File: src/rtl/core_mem_arb_if.sv
// core_mem_arb_if: fetch, data and shared-memory handshake signals of core_mem_arb.
// slave = arbiter view, master = core/memory environment view.
interface core_mem_arb_if #(
    parameter int AW = 32,
    parameter int DW = 32
);
    logic            i_req;
    logic [AW-1:0]   i_addr;
    logic [DW-1:0]   i_rdata;
    logic            i_ack;
    logic            d_req;
    logic            d_we;
    logic [AW-1:0]   d_addr;
    logic [DW-1:0]   d_wdata;
    logic [DW/8-1:0] d_be;
    logic [DW-1:0]   d_rdata;
    logic            d_ack;
    logic            err;
    logic            m_req;
    logic            m_we;
    logic [AW-1:0]   m_addr;
    logic [DW-1:0]   m_wdata;
    logic [DW/8-1:0] m_be;
    logic [DW-1:0]   m_rdata;
    logic            m_ack;
    modport slave (
        input  i_req, i_addr, d_req, d_we, d_addr, d_wdata, d_be, m_rdata, m_ack,
        output i_rdata, i_ack, d_rdata, d_ack, err, m_req, m_we, m_addr, m_wdata, m_be
    );
    modport master (
        output i_req, i_addr, d_req, d_we, d_addr, d_wdata, d_be, m_rdata, m_ack,
        input  i_rdata, i_ack, d_rdata, d_ack, err, m_req, m_we, m_addr, m_wdata, m_be
    );
endinterface

File: src/rtl/core_mem_arb.sv
// core_mem_arb: shares one single-port memory between fetch and data ports, with ack timeout.
// Define CORE_MEM_ARB_RR_EN for round-robin tie-break; otherwise data always beats fetch.
module core_mem_arb #(
    parameter int AW        = 32,
    parameter int DW        = 32,
    parameter int TO_CYCLES = 256
) (
    input logic          i_clk,
    input logic          i_rst_n,
    core_mem_arb_if.slave bus
);
    localparam logic [1:0] IDLE   = 2'd0;
    localparam logic [1:0] BUSY_I = 2'd1;
    localparam logic [1:0] BUSY_D = 2'd2;
    localparam logic [1:0] DONE   = 2'd3;
    localparam int CW = TO_CYCLES > 1 ? $clog2(TO_CYCLES) : 1;

    logic [1:0]      r_state;
    logic [CW-1:0]   r_cnt;
    logic            r_m_req;
    logic            r_m_we;
    logic [AW-1:0]   r_m_addr;
    logic [DW-1:0]   r_m_wdata;
    logic [DW/8-1:0] r_m_be;
    logic [DW-1:0]   r_i_rdata;
    logic [DW-1:0]   r_d_rdata;
    logic            r_i_ack;
    logic            r_d_ack;
    logic            r_err;
    logic            w_grant_d;
    logic            w_to;
    logic            w_done;

`ifdef CORE_MEM_ARB_RR_EN
    logic r_last_d;
    assign w_grant_d = bus.d_req & ~(bus.i_req & r_last_d);
    always_ff @(posedge i_clk or negedge i_rst_n)
        if (!i_rst_n)
            r_last_d <= 1'b0;
        else if (r_state == IDLE && (bus.d_req || bus.i_req))
            r_last_d <= w_grant_d;
`else
    assign w_grant_d = bus.d_req;
`endif

    // An ack arriving on the expiry cycle wins over the timeout.
    assign w_to   = (TO_CYCLES != 0) && (r_cnt == CW'(TO_CYCLES - 1));
    assign w_done = bus.m_ack | w_to;

    always_ff @(posedge i_clk or negedge i_rst_n) begin
        if (!i_rst_n) begin
            r_state   <= IDLE;
            r_cnt     <= '0;
            r_m_req   <= 1'b0;
            r_m_we    <= 1'b0;
            r_m_addr  <= '0;
            r_m_wdata <= '0;
            r_m_be    <= '0;
            r_i_rdata <= '0;
            r_d_rdata <= '0;
            r_i_ack   <= 1'b0;
            r_d_ack   <= 1'b0;
            r_err     <= 1'b0;
        end else begin
            case (r_state)
                IDLE: begin
                    if (w_grant_d) begin
                        r_state   <= BUSY_D;
                        r_m_req   <= 1'b1;
                        r_m_we    <= bus.d_we;
                        r_m_addr  <= bus.d_addr;
                        r_m_wdata <= bus.d_wdata;
                        r_m_be    <= bus.d_we ? bus.d_be : '1;
                    end else if (bus.i_req) begin
                        r_state   <= BUSY_I;
                        r_m_req   <= 1'b1;
                        r_m_we    <= 1'b0;
                        r_m_addr  <= bus.i_addr;
                        r_m_wdata <= '0;
                        r_m_be    <= '1;
                    end
                end
                BUSY_I, BUSY_D: begin
                    r_cnt <= r_cnt + CW'(1);
                    if (w_done) begin
                        r_state <= DONE;
                        r_m_req <= 1'b0;
                        r_err   <= ~bus.m_ack;
                        if (r_state == BUSY_D) begin
                            r_d_ack   <= 1'b1;
                            r_d_rdata <= bus.m_ack ? bus.m_rdata : '0;
                        end else begin
                            r_i_ack   <= 1'b1;
                            r_i_rdata <= bus.m_ack ? bus.m_rdata : '0;
                        end
                    end
                end
                DONE: begin
                    r_state <= IDLE;
                    r_cnt   <= '0;
                    r_i_ack <= 1'b0;
                    r_d_ack <= 1'b0;
                    r_err   <= 1'b0;
                end
                default: r_state <= IDLE;
            endcase
        end
    end

    assign bus.m_req   = r_m_req;
    assign bus.m_we    = r_m_we;
    assign bus.m_addr  = r_m_addr;
    assign bus.m_wdata = r_m_wdata;
    assign bus.m_be    = r_m_be;
    assign bus.i_rdata = r_i_rdata;
    assign bus.i_ack   = r_i_ack;
    assign bus.d_rdata = r_d_rdata;
    assign bus.d_ack   = r_d_ack;
    assign bus.err     = r_err;
endmodule

File: src/flat_wrapper.sv
// flat-port wrapper written by rule: the top's interface ports become plain ports
module core_mem_arb_flat 
#(
    parameter int AW        = 32,
    parameter int DW        = 32,
    parameter int TO_CYCLES = 256
)
  (i_clk, i_rst_n, bus_i_req, bus_i_addr, bus_d_req, bus_d_we, bus_d_addr, bus_d_wdata, bus_d_be, bus_m_rdata, bus_m_ack, bus_i_rdata, bus_i_ack, bus_d_rdata, bus_d_ack, bus_err, bus_m_req, bus_m_we, bus_m_addr, bus_m_wdata, bus_m_be);
  core_mem_arb_if #(.AW(AW), .DW(DW)) bus_i ();
  input logic i_clk;
  input logic i_rst_n;
  input wire logic [$bits(bus_i.i_req)-1:0] bus_i_req;
  input wire logic [$bits(bus_i.i_addr)-1:0] bus_i_addr;
  input wire logic [$bits(bus_i.d_req)-1:0] bus_d_req;
  input wire logic [$bits(bus_i.d_we)-1:0] bus_d_we;
  input wire logic [$bits(bus_i.d_addr)-1:0] bus_d_addr;
  input wire logic [$bits(bus_i.d_wdata)-1:0] bus_d_wdata;
  input wire logic [$bits(bus_i.d_be)-1:0] bus_d_be;
  input wire logic [$bits(bus_i.m_rdata)-1:0] bus_m_rdata;
  input wire logic [$bits(bus_i.m_ack)-1:0] bus_m_ack;
  output wire logic [$bits(bus_i.i_rdata)-1:0] bus_i_rdata;
  output wire logic [$bits(bus_i.i_ack)-1:0] bus_i_ack;
  output wire logic [$bits(bus_i.d_rdata)-1:0] bus_d_rdata;
  output wire logic [$bits(bus_i.d_ack)-1:0] bus_d_ack;
  output wire logic [$bits(bus_i.err)-1:0] bus_err;
  output wire logic [$bits(bus_i.m_req)-1:0] bus_m_req;
  output wire logic [$bits(bus_i.m_we)-1:0] bus_m_we;
  output wire logic [$bits(bus_i.m_addr)-1:0] bus_m_addr;
  output wire logic [$bits(bus_i.m_wdata)-1:0] bus_m_wdata;
  output wire logic [$bits(bus_i.m_be)-1:0] bus_m_be;
  assign bus_i.i_req = bus_i_req;
  assign bus_i.i_addr = bus_i_addr;
  assign bus_i.d_req = bus_d_req;
  assign bus_i.d_we = bus_d_we;
  assign bus_i.d_addr = bus_d_addr;
  assign bus_i.d_wdata = bus_d_wdata;
  assign bus_i.d_be = bus_d_be;
  assign bus_i.m_rdata = bus_m_rdata;
  assign bus_i.m_ack = bus_m_ack;
  assign bus_i_rdata = bus_i.i_rdata;
  assign bus_i_ack = bus_i.i_ack;
  assign bus_d_rdata = bus_i.d_rdata;
  assign bus_d_ack = bus_i.d_ack;
  assign bus_err = bus_i.err;
  assign bus_m_req = bus_i.m_req;
  assign bus_m_we = bus_i.m_we;
  assign bus_m_addr = bus_i.m_addr;
  assign bus_m_wdata = bus_i.m_wdata;
  assign bus_m_be = bus_i.m_be;
  core_mem_arb #(.AW(AW), .DW(DW), .TO_CYCLES(TO_CYCLES)) u_core (.i_clk(i_clk), .i_rst_n(i_rst_n), .bus(bus_i));
endmodule
File: config.mk
export PLATFORM = sky130hd
export DESIGN_NAME = core_mem_arb_flat
export DESIGN_NICKNAME = d
export VERILOG_FILES = /design/src/rtl/core_mem_arb_if.sv /design/src/rtl/core_mem_arb.sv /design/src/flat_wrapper.sv
export SDC_FILE = /design/constraint.sdc
export NUM_CORES = 1
export LEC_CHECK = 0
export CAP_MARGIN = 15
export CORE_AREA = 5 5 127 129
export DETAILED_ROUTE_END_ITERATION = 7
export DIE_AREA = 0 0 132 134
export PLACE_DENSITY_LB_ADDON = 0.05
export SETUP_SLACK_MARGIN = 0.1
export SLEW_MARGIN = 40
export SYNTH_ARGS = -nofsm -noshare
export SYNTH_HDL_FRONTEND = slang
export SYNTH_SLANG_ARGS = --single-unit
File: constraint.sdc
create_clock -name i_clk -period 1.7 [get_ports i_clk]
set_input_delay 0.34 -clock i_clk [delete_from_list [all_inputs] [get_ports i_clk]]
set_output_delay 0.34 -clock i_clk [all_outputs]
set_load 0.02 [all_outputs]
* Word level (Yosys, flattened, before mapping) *
Index checks and enable logic that the tools add are counted.

word-level totals
  bits of input ports = 138
  register bits = 147
  output and inout bits = 137

cells by class
  add/sub/neg operators = 1
  equal/unequal tests = 8
  bitwise gates (word level) = 3
  muxes and demuxes = 27
  reduce and logical (&&, ||, !) cells = 13

operator list
  cell                 number
  $mux 32              5
  $pmux 8 s2           1
  $reduce_and 3->1     5
  $mux 4               3
  $mux 1               10
  $add 8x1->8 const B  1
  $eq 8x8->1 const B   1
  $pmux 1 s2           4
  $mux 2               3
  $pmux 2 s3           1
  $reduce_and 2->1     3
  $reduce_bool 2->1    3
  $eq 2x2->1 const B   2
  $ne 2x1->1 const B   2
  $ne 3x3->1 const B   1
  $eq 2x1->1 const B   1
  $logic_not 2->1      1
  $ne 2x2->1 const B   1
  $not 1->1            2
  $reduce_or 2->1      1
  $or 1x1->1           1

* Logic depth before layout (Yosys ltp) *
  word-level depth = 4
  gate-level depth with buffers = 7
  mapped depth without buffers = 6

* Least setup slack after synthesis *
Ideal clock, no wire load.

  path kind = register to register
  start point = register u_core.r_state[0]
  end point = register u_core.r_cnt[0]
  path slack = 0.191 ns
  arrival = 1.385 ns
  path buffers = 2
  library setup time = 0.125 ns
  cell stages (with the launch flop) = 7
  clock period less this slack = 1.509 ns
  path through = dfrtp_1 inv_1 ha_1 buf_2 buf_1 nor2_1 mux2_2

between the ends
  longest elaborated chain between the ends = 3
  elaborated cells between the ends (all ways) = 6

RTL lines
  what                                                    RTL line            RTL
  start: declaration                                      core_mem_arb.sv:18  logic [1:0] r_state;
  start signal: assignment                                core_mem_arb.sv:52  r_state <= IDLE;
  start signal: assignment                                core_mem_arb.sv:68  r_state <= BUSY_D;
  start signal: assignment                                core_mem_arb.sv:75  r_state <= BUSY_I;
  $eq 2x1->1 / $eq 2x2->1 (equally long branches)         core_mem_arb.sv:65  case (r_state)
  $reduce_or 2->1                                         core_mem_arb.sv:65
  $pmux 8 s2 / $reduce_bool 2->1 (equally long branches)  --
  end signal: assignment                                  core_mem_arb.sv:84  r_cnt <= r_cnt + CW'(1);
  end: declaration                                        core_mem_arb.sv:19  logic [CW-1:0] r_cnt;

Several ways; a longest one is shown, not always the timed one.
A chain may end at the register's enable or synchronous reset.

* Worst setup path after layout *
  start point = register u_core.r_cnt[1]
  end point = register u_core.r_d_rdata[26] (netlist: u_core.bus.d_rdata[26])

between the ends
  longest elaborated chain between the ends = 3

RTL lines
  what                               RTL line            RTL
  $eq 8x8->1                         core_mem_arb.sv:47  assign w_to = (TO_CYCLES != 0) && (r_cnt == CW'(TO_CYCLES - 1));
  $or 1x1->1                         core_mem_arb.sv:48  assign w_done = bus.m_ack | w_to;
  $reduce_and 3->1 (no source line)  --
  end signal: assignment             core_mem_arb.sv:91  r_d_rdata <= bus.m_ack ? bus.m_rdata : '0;
  end: declaration                   core_mem_arb.sv:26  logic [DW-1:0] r_d_rdata;

Every way passes these cells.

==> results_dict.tcl <==
set metrics [dict create \
    area_growth_pct 61.1 \
    synthArstFlopShare 1.00 \
    dp_hpwl_um 13000 \
    worstPathRequired_ns 2.00 \
    die_h_um 134 \
    grt_use_total 0.198 \
    p_per_area_nw_per_um2 1920 \
    syn_avg_cell_area_um2 13.1 \
    drt_iter0_drc 196 \
    tritoncts "done" \
    place_area_um2 8880 \
    place_ws_ns -0.0416 \
    relSlewSlack 0.724 \
    yosys_most_used_dff "dfrtp_1" \
    grt_pass1_wl_um 27600 \
    dr_total_vias 4773 \
    status "finished, final reports clean" \
    drc 0 \
    path_clk_slew_ns 0.06 \
    fin_tns_setup_ns 0 \
    grt_max_degree 78 \
    start_util 0.396 \
    tightest_slew_ns 0.413 \
    synth_area_um2 5910 \
    syn_nets 594 \
    die_area_um2 17700 \
    h-tree-depth 4 \
    worstReg2RegStart "u_core.r_cnt[1]" \
    cp-startpoint "u_core.r_cnt[1]" \
    synth-edff-count 0 \
    antenna_left 0 \
    cp-start-kind "flop" \
    synth_cell_types 34 \
    pin_count 275 \
    core_um2 14900 \
    rsz0062_at_grt "true" \
    synth_area_leader_cell "dfrtp_1" \
    yosysMostFrequentCell "dfrtp_1" \
    routed_via_density 5.10 \
    clockBufferDepth 2 \
    endpoint_kind "flop" \
    ir_worst_vdd_mv 0.852 \
    whs_ns 0.408 \
    place_congestion 0.821 \
    synthTopCellsByArea "dfrtp_1 (62%), a22o_1 (14%), mux2i_1 (6.4%)" \
    drt-total-wl_um 18000 \
    maxCapViolations 0 \
    clock_latency_ns 0.41 \
    fin_worst_skew_ns 0.00551 \
    setup_ws_ns 0.0864 \
    timing.fmax_mhz 620 \
    diodes 0 \
    p_leak_nw 4.69 \
    hp-class "input port to async pin" \
    die_w_um 132 \
    critPathKind "flop to flop" \
    hold_violations 0 \
    ys_warn_count 0 \
    netlist_instances 450 \
    numClockSinks 147 \
    dr.pass1.iters 4 \
    synthTopCellsByCount "dfrtp_1 (147), a22o_1 (94), nand2_1 (40)" \
    post_drt_wl_per_cell_um 19.3 \
    grt_overflow 0 \
    maxSlewViolCount 0 \
    synthDominantCellAreaShare 0.623 \
    drive_above_1_share 0.106 \
    crit_fanout 8 \
    fin_crit_sh 0.949 \
    cts_buffers 17 \
    synth-seq-cells 147 \
    grt_pass1_vias 5033 \
    ys_seq_area_frac 0.623 \
    antenna_found_initial 1 \
    nets 878 \
    cts_root_buf "clkbuf_16" \
    setup_viol_count_final 0 \
    period_minus_slack_ns 1.61 \
    rows 45 \
    numPortBuffers 274 \
    arrival_ns 1.91 \
    fin_area_um2 9510 \
]
-- sequential cells by signal, summed over array words and instances, names as in the netlist --
register / flops
u_core.bus.d_rdata: 32
u_core.r_cnt: 8
u_core.r_state: 2
u_core.bus.m_we: 1
u_core.bus.m_be: 4
u_core.bus.m_addr: 32
u_core.bus.m_wdata: 32
u_core.bus.i_rdata: 32
u_core.bus.err: 1
u_core.bus.m_req: 1
u_core.bus.d_ack: 1
u_core.bus.i_ack: 1
-- cell usage in the layout, fill, tap and decap left out, types with 4 or more instances in the layout --
master           count
a22o_1              94
a22o_2               4
buf_12               9
buf_4               12
bufinv_16            4
clkbuf_16           17
clkdlybuf4s50_1    135
dfrtp_1            147
dlygate4sd2_1      137
ha_2                 4
inv_1                5
inv_6                5
mux2i_1             38
nand2_1             40
nor2_1               7
o21ai_0             31
o21ai_1              6
o22a_1               4
-- per-stage QoR --
step | util | power, W | cells
floorplan | - | 0.0107 | 450
global placement | 0.595 | 0.0150 | 893
detailed placement | 0.595 | 0.0152 | 893
CTS | 0.630 | 0.0182 | 927
global route | 0.638 | 0.0194 | 935
finish | 0.638 | 0.0183 | 935
-- cell type report --
| type | instances | area (um^2) |
|---|---|---|
| Clock buffer | 19 | 453 |
| Tap cell | 188 | 235 |
| Clock inverter | 13 | 194 |
| Timing Repair Buffer | 297 | 2860 |
| Multi-Input combinational cell | 264 | 2060 |
| Inverter | 7 | 26.3 |
| Sequential cell | 147 | 3680 |
| Fill cell | 1241 | 5410 |
-- worst paths after layout --
kind                                           to  slack [ns]  cells after the start
setup / recovery           u_core.bus.d_rdata[26]        0.09                      6
hold / removal             u_core.bus.d_rdata[26]        0.41                      2
setup reg to reg           u_core.bus.d_rdata[26]        0.09                      6
hold reg to reg                   u_core.bus.m_we        0.47                      2
max in group asynchronous   u_core.bus.m_addr[29]        0.74                      3
min in group i_clk              u_core.r_state[1]        0.45                      3
-- where the power goes --
group	internal (W)	switching (W)	total (W)	leakage, nW
logic	0.00355	0.00460	0.00815	2.54
registers	0.00515	0.000957	0.00610	1.84
clock network	0.00256	0.00148	0.00404	0.315
total	0.0113	0.00703	0.0183	4.69
-- logic make-up (layout without fill, tap and decap cells) --
logic type / count (synthesis) / in the layout / synth area share
AND/OR/NAND/NOR: 66 / 68 / 0.0551
XOR/XNOR: 3 / 3 / 0.00445
buffers and inverters: 41 / 336 / 0.0419
multiplexers: 39 / 39 / 0.0663
AO/OA/AOI/OAI: 148 / 148 / 0.197
adder cells (fa/ha/maj): 6 / 6 / 0.0127
flip-flops: 147 / 147 / 0.623
-- layer usage --
metal / share of wire / up-vias / global-route usage
met2: 0.49 / 210 / 0.314
li1: - / 2229 / -
met3: 0.094 / 30 / 0.0859
met1: 0.39 / 2302 / 0.239
met5: 0.00072 / - / 0
met4: 0.024 / 2 / 0.0749
-- what timing repair did --
item                       in CTS  in global routing
gates cloned                    0                  2
resized for setup             142                 11
setup buffers                   1                  6
pin swaps                       0                  3
hold buffers                    1                  0
hold endpoints to repair       37                  0
setup endpoints to repair     211                123
-- worst max-delay path: stages (launching register included) --
cell      delay [ns]
dfrtp_1         0.42
ha_4            0.18
nand3_4         0.11
o21bai_4        0.23
buf_8           0.19
nand2_4         0.12
a22o_1          0.22
No activity file was read; power rests on OpenSTA's default activity.
